===== config.mk =====
export PLATFORM = sky130hd
export DESIGN_NAME = memu
export DESIGN_NICKNAME = d
export VERILOG_FILES = /design/src/rtl/memu.sv
export SDC_FILE = /design/constraint.sdc
export NUM_CORES = 1
export LEC_CHECK = 0
export BUFFER_PORTS_ARGS = -buffer_cell sky130_fd_sc_hd__buf_2
export CORE_ASPECT_RATIO = 0.9
export CORE_MARGIN = 10
export CORE_UTILIZATION = 44
export DETAILED_ROUTE_END_ITERATION = 7
export PLACE_DENSITY = 0.81
export SETUP_SLACK_MARGIN = 0.4
export SYNTH_ARGS = -nofsm -noshare
export SYNTH_HDL_FRONTEND = slang
export SYNTH_SLANG_ARGS = --single-unit

===== constraint.sdc =====
create_clock -name clk -period 2.15 [get_ports clk]
set_input_delay 0.215 -clock clk [delete_from_list [all_inputs] [get_ports clk]]
set_output_delay 0.215 -clock clk [all_outputs]
set_load 0.05 [all_outputs]

===== src/rtl/memu.sv =====
// MEM stage of the rv32i pipeline: EX/MEM register, valid/ready data-bus requests, store lane
// alignment and load extension. Optional macro MEMU_MISALIGN_TRAP_EN suppresses misaligned accesses.
module memu #(
    parameter int XLEN   = 32,
    parameter int STRB_W = XLEN / 8
) (
    input  logic              clk,
    input  logic              rst,
    input  logic [5:0]        i_mnemonic,
    input  logic [4:0]        i_rd_addr,
    input  logic              i_rd_wr,
    input  logic [XLEN-1:0]   i_ALUout,
    input  logic [XLEN-1:0]   i_rs2_data,
    input  logic              i_DM_OE,
    input  logic              i_store,
    input  logic [2:0]        i_funct3,
    output logic              o_dm_valid,
    output logic              o_dm_we,
    output logic [XLEN-1:0]   o_dm_addr,
    output logic [STRB_W-1:0] o_dm_wstrb,
    output logic [XLEN-1:0]   o_dm_wdata,
    input  logic              i_dm_ready,
    input  logic              i_dm_rvalid,
    input  logic [XLEN-1:0]   i_dm_rdata,
    output logic [4:0]        o_rd_addr,
    output logic [XLEN-1:0]   o_rd_data,
    output logic              o_rd_wr,
    output logic [4:0]        o_mem_rd_addr,
    output logic [XLEN-1:0]   o_mem_rd_data,
    output logic              o_mem_rd_wr,
    output logic              o_mem_stall,
    output logic              o_misalign
);
    typedef enum logic [1:0] {S_IDLE, S_ADDR, S_RESP} state_t;

    state_t            r_state;
    state_t            w_state_next;
    logic [5:0]        r_mnemonic;
    logic [4:0]        r_rd_addr;
    logic              r_rd_wr;
    logic [XLEN-1:0]   r_alu;
    logic [XLEN-1:0]   r_rs2;
    logic              r_dm_oe;
    logic              r_store;
    logic [2:0]        r_funct3;

    logic              w_misalign;
    logic              w_mem_req;
    logic              w_done;
    logic              w_stall;
    logic              w_rd_nz;
    logic [STRB_W-1:0] w_wstrb;
    logic [XLEN-1:0]   w_wdata;
    logic [7:0]        w_byte;
    logic [15:0]       w_half;
    logic [XLEN-1:0]   w_load;
    logic              w_unused_mnemonic;

    always_ff @(posedge clk) begin
        if (!rst) begin
            r_state    <= S_IDLE;
            r_mnemonic <= '0;
            r_rd_addr  <= '0;
            r_rd_wr    <= 1'b0;
            r_alu      <= '0;
            r_rs2      <= '0;
            r_dm_oe    <= 1'b0;
            r_store    <= 1'b0;
            r_funct3   <= '0;
        end else begin
            r_state <= w_state_next;
            if (!w_stall) begin
                r_mnemonic <= i_mnemonic;
                r_rd_addr  <= i_rd_addr;
                r_rd_wr    <= i_rd_wr;
                r_alu      <= i_ALUout;
                r_rs2      <= i_rs2_data;
                r_dm_oe    <= i_DM_OE;
                r_store    <= i_store;
                r_funct3   <= i_funct3;
            end
        end
    end

`ifdef MEMU_MISALIGN_TRAP_EN
    assign w_misalign = (r_dm_oe | r_store) &
                        (((r_funct3[1:0] == 2'b01) & r_alu[0]) |
                         ((r_funct3[1:0] == 2'b10) & (|r_alu[1:0])));
`else
    assign w_misalign = 1'b0;
`endif

    assign w_mem_req = (r_dm_oe | r_store) & ~w_misalign;
    assign w_done    = (r_state == S_RESP) & i_dm_rvalid;
    // Completion cycle releases the stall so the next instruction is captured on the same edge.
    assign w_stall   = w_mem_req & ~w_done;
    assign w_rd_nz   = |r_rd_addr;

    always_comb begin
        w_state_next = r_state;
        o_dm_valid   = 1'b0;
        case (r_state)
            S_IDLE: begin
                o_dm_valid = w_mem_req;
                if (w_mem_req) begin
                    w_state_next = i_dm_ready ? S_RESP : S_ADDR;
                end
            end
            S_ADDR: begin
                o_dm_valid = 1'b1;
                if (i_dm_ready) begin
                    w_state_next = S_RESP;
                end
            end
            S_RESP: begin
                if (i_dm_rvalid) begin
                    w_state_next = S_IDLE;
                end
            end
            default: w_state_next = S_IDLE;
        endcase
    end

    always_comb begin
        w_wstrb = '0;
        w_wdata = r_rs2;
        case (r_funct3[1:0])
            2'b00: begin
                w_wstrb = STRB_W'(1) << r_alu[1:0];
                w_wdata = {4{r_rs2[7:0]}};
            end
            2'b01: begin
                w_wstrb = STRB_W'(3) << {r_alu[1], 1'b0};
                w_wdata = {2{r_rs2[15:0]}};
            end
            default: w_wstrb = '1;
        endcase
        if (!r_store) begin
            w_wstrb = '0;
        end
    end

    assign w_byte = i_dm_rdata[{r_alu[1:0], 3'b000} +: 8];
    assign w_half = r_alu[1] ? i_dm_rdata[31:16] : i_dm_rdata[15:0];

    always_comb begin
        w_load = i_dm_rdata;
        case (r_funct3)
            3'b000:  w_load = {{24{w_byte[7]}}, w_byte};
            3'b001:  w_load = {{16{w_half[15]}}, w_half};
            3'b100:  w_load = {24'b0, w_byte};
            3'b101:  w_load = {16'b0, w_half};
            default: w_load = i_dm_rdata;
        endcase
    end

    assign w_unused_mnemonic = ^r_mnemonic;

    assign o_dm_we       = r_store;
    assign o_dm_addr     = {r_alu[XLEN-1:2], 2'b00};
    assign o_dm_wstrb    = w_wstrb;
    assign o_dm_wdata    = w_wdata;
    assign o_rd_addr     = r_rd_addr;
    assign o_rd_data     = r_dm_oe ? w_load : r_alu;
    assign o_rd_wr       = r_rd_wr & w_rd_nz & ~r_store & ~w_misalign & (~r_dm_oe | w_done);
    assign o_mem_rd_addr = r_rd_addr;
    assign o_mem_rd_data = r_alu;
    assign o_mem_rd_wr   = r_rd_wr & w_rd_nz & ~r_dm_oe & ~r_store;
    assign o_mem_stall   = w_stall;
    assign o_misalign    = w_misalign;
endmodule


# ---- Word-level counts from Yosys, hierarchy flattened
# Index checks and enable logic that the tools add are counted.
dict set report word_totals {
  ff_bits 77
  wordCells 49
  input_bits 117
}
dict set report op_classes {
  bitwise_logic 12
  n_shift 3
  n_reduce_logical 5
  muxes 12
  eq_ne 9
}
# operator count
set op_table {}
lappend op_table {{case mux 32 bit (4 select lines)} 1}
lappend op_table {{case mux 32 bit (2 select lines)} 1}
lappend op_table {{two-way mux 32 bit} 1}
lappend op_table {{indexed part select 32 x 6 -> 8 bit} 1}
lappend op_table {{two-way mux 16 bit} 1}
lappend op_table {{two-way mux 2 bit} 4}
lappend op_table {{case mux 4 bit (2 select lines)} 1}
lappend op_table {{AND 1 bit} 7}
lappend op_table {{== test 3 bit, second input constant} 2}
lappend op_table {{!= test 2 bit, second input constant} 3}
lappend op_table {{case mux 2 bit (3 select lines)} 1}
lappend op_table {{OR reduction 5 bit} 1}
lappend op_table {{== test 2 x 1 -> 1 bit, second input constant} 2}
lappend op_table {{zero test 2 bit} 2}
lappend op_table {{two-way mux 4 bit} 1}
lappend op_table {{left shift 1 x 2 -> 4 bit, first input constant} 1}
lappend op_table {{left shift 2 x 2 -> 4 bit, first input constant} 1}
lappend op_table {{== test 3 x 1 -> 1 bit, second input constant} 1}
lappend op_table {{zero test 3 bit} 1}
lappend op_table {{inverter 1 bit} 3}
lappend op_table {{AND reduction 3 bit} 1}
lappend op_table {{== test 2 bit, second input constant} 1}
lappend op_table {{OR 1 bit} 2}
lappend op_table {{case mux 1 bit (2 select lines)} 1}

# ---- Depth between registers and ports, before layout
dict set report depth {
  depth_word 4
  depth_mapped 7
}

# ---- Worst setup path before layout
# OpenSTA, ideal clock, no wires.
dict set report synth_timing {
  path_kind {register to output}
  from {register r_alu[0], in the netlist o_mem_rd_data[0]}
  to {output port o_rd_data[1]}
  slack_ps -369
  required_time_ps 1935
  arrival_ps 2304
  stages_incl_launch_ff 7
  path_cell_list {dfxtp_1 -> buf_2 -> nand2b_1 -> clkbuf_1 -> a31oi_1 -> o21ai_0 -> a31oi_1}
}
dict set report synth_via {
  elab_chain_cells 3
}
# item line
set synth_lines {}
lappend synth_lines {{start, declared} 41} ;# logic [XLEN-1:0] r_alu;
lappend synth_lines {{start signal, assigned} 76} ;# r_alu <= i_ALUout;
lappend synth_lines {{indexed part select 32 x 6 -> 8 bit} 143} ;# assign w_byte = i_dm_rdata[{r_alu[1:0], 3'b000} +: 8];
lappend synth_lines {{case mux 32 bit (4 select lines)} 148} ;# case (r_funct3)
lappend synth_lines {{two-way mux 32 bit} 164} ;# assign o_rd_data = r_dm_oe ? w_load : r_alu;
lappend synth_lines {{end, declared} 26} ;# output logic [XLEN-1:0] o_rd_data,
# No other way between the ends.

# ---- Worst setup path after layout
dict set report layout_timing {
  from {register r_alu[1], in the netlist o_mem_rd_data[1]}
  to {output port o_rd_data[17]}
}
dict set report layout_via {
  elab_chain_cells 3
}
# item line
set layout_lines {}
lappend layout_lines {{indexed part select 32 x 6 -> 8 bit or two-way mux 16 bit (tied branches)} {143, 144}}
lappend layout_lines {{case mux 32 bit (4 select lines) *} 148}
lappend layout_lines {{two-way mux 32 bit *} 164}
# Mark *: on every way between the ends. The rest lies on a longest branch, timed or not.

==> key figures <==
Outcome
  • Outcome: complete, no violations

Routing
  • Via-per-instance ratio: 5.64
  • DR DRC count: 0
  • Final ANT Viol Nets: 0
  • WL final: 21100 um
  • Number of detailed-route iterations in the first pass: 5
  • Vias: 5139
  • 1st-iter DRT viols: 443
  • WL/cell: 23.2 um

Worst setup path
  • CP max stage cell: dfxtp_4
  • Cell family with the largest share of critical-path delay: flip-flops
  • Flop-to-flop setup slack: 0.53 ns
  • Worst-case reg-to-reg path depth: 5
  • Max Fanout on Critical Path: 16
  • Data required, critical path: 1.93 ns
  • Crit-path cells: mux2_4 -> nor2_4 -> a2111oi_4 -> buf_12 -> a221o_2 -> buf_12
  • WP depth: 6
  • Buf/Inv on CP: 2
  • Startpoint types: flip-flop
  • Slowest stage delay, CP: 0.40 ns
  • Worst EP arrival: 1.93 ns
  • Crit path kind: reg -> out
  • CP dominant cell by count: buf_12
  • CP endpoint kind: output port

Synthesis
  • Register area share after synthesis: 0.346
  • Synth unique cells: 39
  • Yosys reg bits: 77
  • Gate count of the mapped netlist: 559
  • Syn Area/Cell: 7.97 um^2
  • Mapped Area: 4450 um^2
  • Yosys warning count: 0

Global route
  • First-pass GRT wire length: 29600 um
  • Pin count of the biggest net entering global routing: 50
  • Initial antenna violation count: 1
  • Total gr overflow: 0
  • Vias in the first global route: 5185
  • Gr usage total: 0.254

STA
  • Post-route setup TNS: 0 ns
  • Min Hold Slack: 0.0593 ns
  • Min Tclk post-route: 2.14 ns
  • Final Max Slew Viols: 0
  • Final worst path period share: 0.997
  • RSZ-0062 raised after global routing: true
  • Clk_skew: 0.00557 ns
  • Hold Violations, Final: 0
  • Setup violations, final: 0
  • Max Fclk: 0.467 GHz

Clocking
  • CTS tree: done
  • Clk slew on worst S/H paths: 0.06 ns
  • Clk Latency, worst-skew pair: 0.34 ns
  • Root Driver: clkbuf_16
  • Clock sink count: 77
  • Total CTS buffers: 9
  • H-tree lvl count: 3
  • Count of hold-fix buffers inserted at cts: 0
  • Clock tree buffer depth: 2

Placed design
  • IO Port Bufs: 255
  • GP Congestion: 0.952
  • DP HPWL: 14400 um
  • Placed cells: 868

Layout
  • Non-Filler Instances: 911
  • Area Growth Syn to Fin: 67.9%
  • Most frequent cells in the layout: buf_2, nand2_1, a21boi_0
  • Layout fillers: 644
  • Commonest non-fill, non-tap cell in the layout: buf_2
  • Share of cells above drive strength 1: 0.560
  • Nets: 896

Die
  • Starting Density: 0.455
  • Chip Height: 115 um
  • Die width: 126 um
  • Ports: 265
  • Die footprint: 14600 um^2
  • Core Area: 9780 um^2
  • Row count: 34

Power
  • Leakage: 0.00335 uW
  • PwrDens: 855 nW/um^2
  • PnR Total Power: 6400 uW
  • IR drop worst, VDD: 0.566 mV

Min path
  • HP Class: in -> reg
  • WHS Path Cells: 2

Flow run
  • Max Cap Violations: 0
==> worst reg2reg max path, stage by stage, from the launching register on <==
cell	delay, ns
dfxtp_1	0.41
nand3b_1	0.19
o21ai_4	0.15
buf_6	0.38
nand2_1	0.18
a21boi_0	0.22
==> logic make-up after synthesis <==
family / synth area share
other: 0.000842
multiplexers: 0.0818
flip-flops: 0.346
AO/OA/AOI/OAI: 0.256
buffers and inverters: 0.125
AND/OR/NAND/NOR: 0.190
==> state kept, by name (all words and copies together), names as in the netlist <==
register / cells
o_dm_we: 1
o_mem_rd_addr: 5
o_mem_rd_data: 32
r_dm_oe: 1
r_funct3: 3
r_rd_wr: 1
r_rs2: 32
r_state: 2
==> area by class of cell <==
cell class / count / area, um^2 / area share
multi-input cells: 389 / 3140 / 0.420
repair buffers: 298 / 2290 / 0.306
flip-flops and latches: 77 / 1560 / 0.209
clock buffers: 13 / 282 / 0.0377
well taps: 126 / 158 / 0.0211
clock inverters: 3 / 25.0 / 0.00335
inverters: 4 / 20.0 / 0.00268
diodes: 1 / 2.50 / 0.000335
==> report_power, final <==
part           switching [uW]  internal, uW
clock                     627           923
combinational            2000          1120
sequential                166          1560
==> metal layers <==
| layer | GRT usage | part of all wire | up-vias |
|---|---|---|---|
| li1 | - | - | 2319 |
| met1 | 0.268 | 0.34 | 2415 |
| met2 | 0.436 | 0.50 | 330 |
| met3 | 0.0963 | 0.11 | 75 |
| met4 | 0.136 | 0.050 | 0 |
| met5 | 0 | 0 | - |
==> what timing repair did <==
| item | 4_1_cts | 5_1_grt |
|---|---|---|
| setup buffers | 13 | 11 |
| resized for setup | 182 | 101 |
| setup endpoints to repair | 62 | 69 |
| pin swaps | 22 | 16 |
| gates cloned | 2 | 0 |
==> cell usage after synthesis (all sizes together) <==
| library cell | n | area (um^2) |
|---|---|---|
| nand2 | 171 | 642 |
| and3 | 1 | 6.26 |
| nor4b | 1 | 8.76 |
| a21boi | 75 | 563 |
| o21a | 3 | 22.5 |
| nand3b | 1 | 7.51 |
| nand2b | 2 | 12.5 |
| o32a | 1 | 10.0 |
| nor2b | 5 | 31.3 |
| a221o | 17 | 183 |
| o22ai | 15 | 93.8 |
| or4 | 1 | 7.51 |
| nor3b | 8 | 60.1 |
| mux2i | 9 | 90.1 |
| conb | 1 | 3.75 |
| dfxtp | 77 | 1540 |
| mux2 | 24 | 274 |
| buf | 69 | 459 |
| and2 | 1 | 6.26 |
| o31ai | 6 | 45.0 |
| a21o | 1 | 7.51 |
| a21oi | 11 | 55.1 |
| a211oi | 1 | 12.5 |
| a2111oi | 1 | 27.5 |
| a31oi | 2 | 12.5 |
| clkbuf | 22 | 82.6 |
| o21ai | 11 | 55.1 |
| nor2 | 8 | 42.5 |
| nor4 | 2 | 12.5 |
| o2bb2ai | 6 | 52.6 |
| inv | 4 | 15.0 |
| nor3 | 2 | 10.0 |
==> final timing paths <==
kind | endpoint | from
hold / removal | r_state[0] | i_dm_ready
setup reg to reg | r_funct3[2] | r_state[1]
setup / recovery | o_rd_data[17] | o_mem_rd_data[1]
hold reg to reg | r_rs2[29] | r_rs2[29]
==> per-stage QoR <==
step | worst slack (ns) | utilization | instance area, um^2
global route | -0.0216 | 0.764 | 7470
floorplan | 0.0324 | - | 4800
detailed placement | -0.0251 | 0.598 | 5850
finish | 0.00683 | 0.764 | 7480
CTS | 0.0218 | 0.720 | 7040
global placement | 0.0289 | 0.598 | 5850
Power figures use the tool's default switching activity.
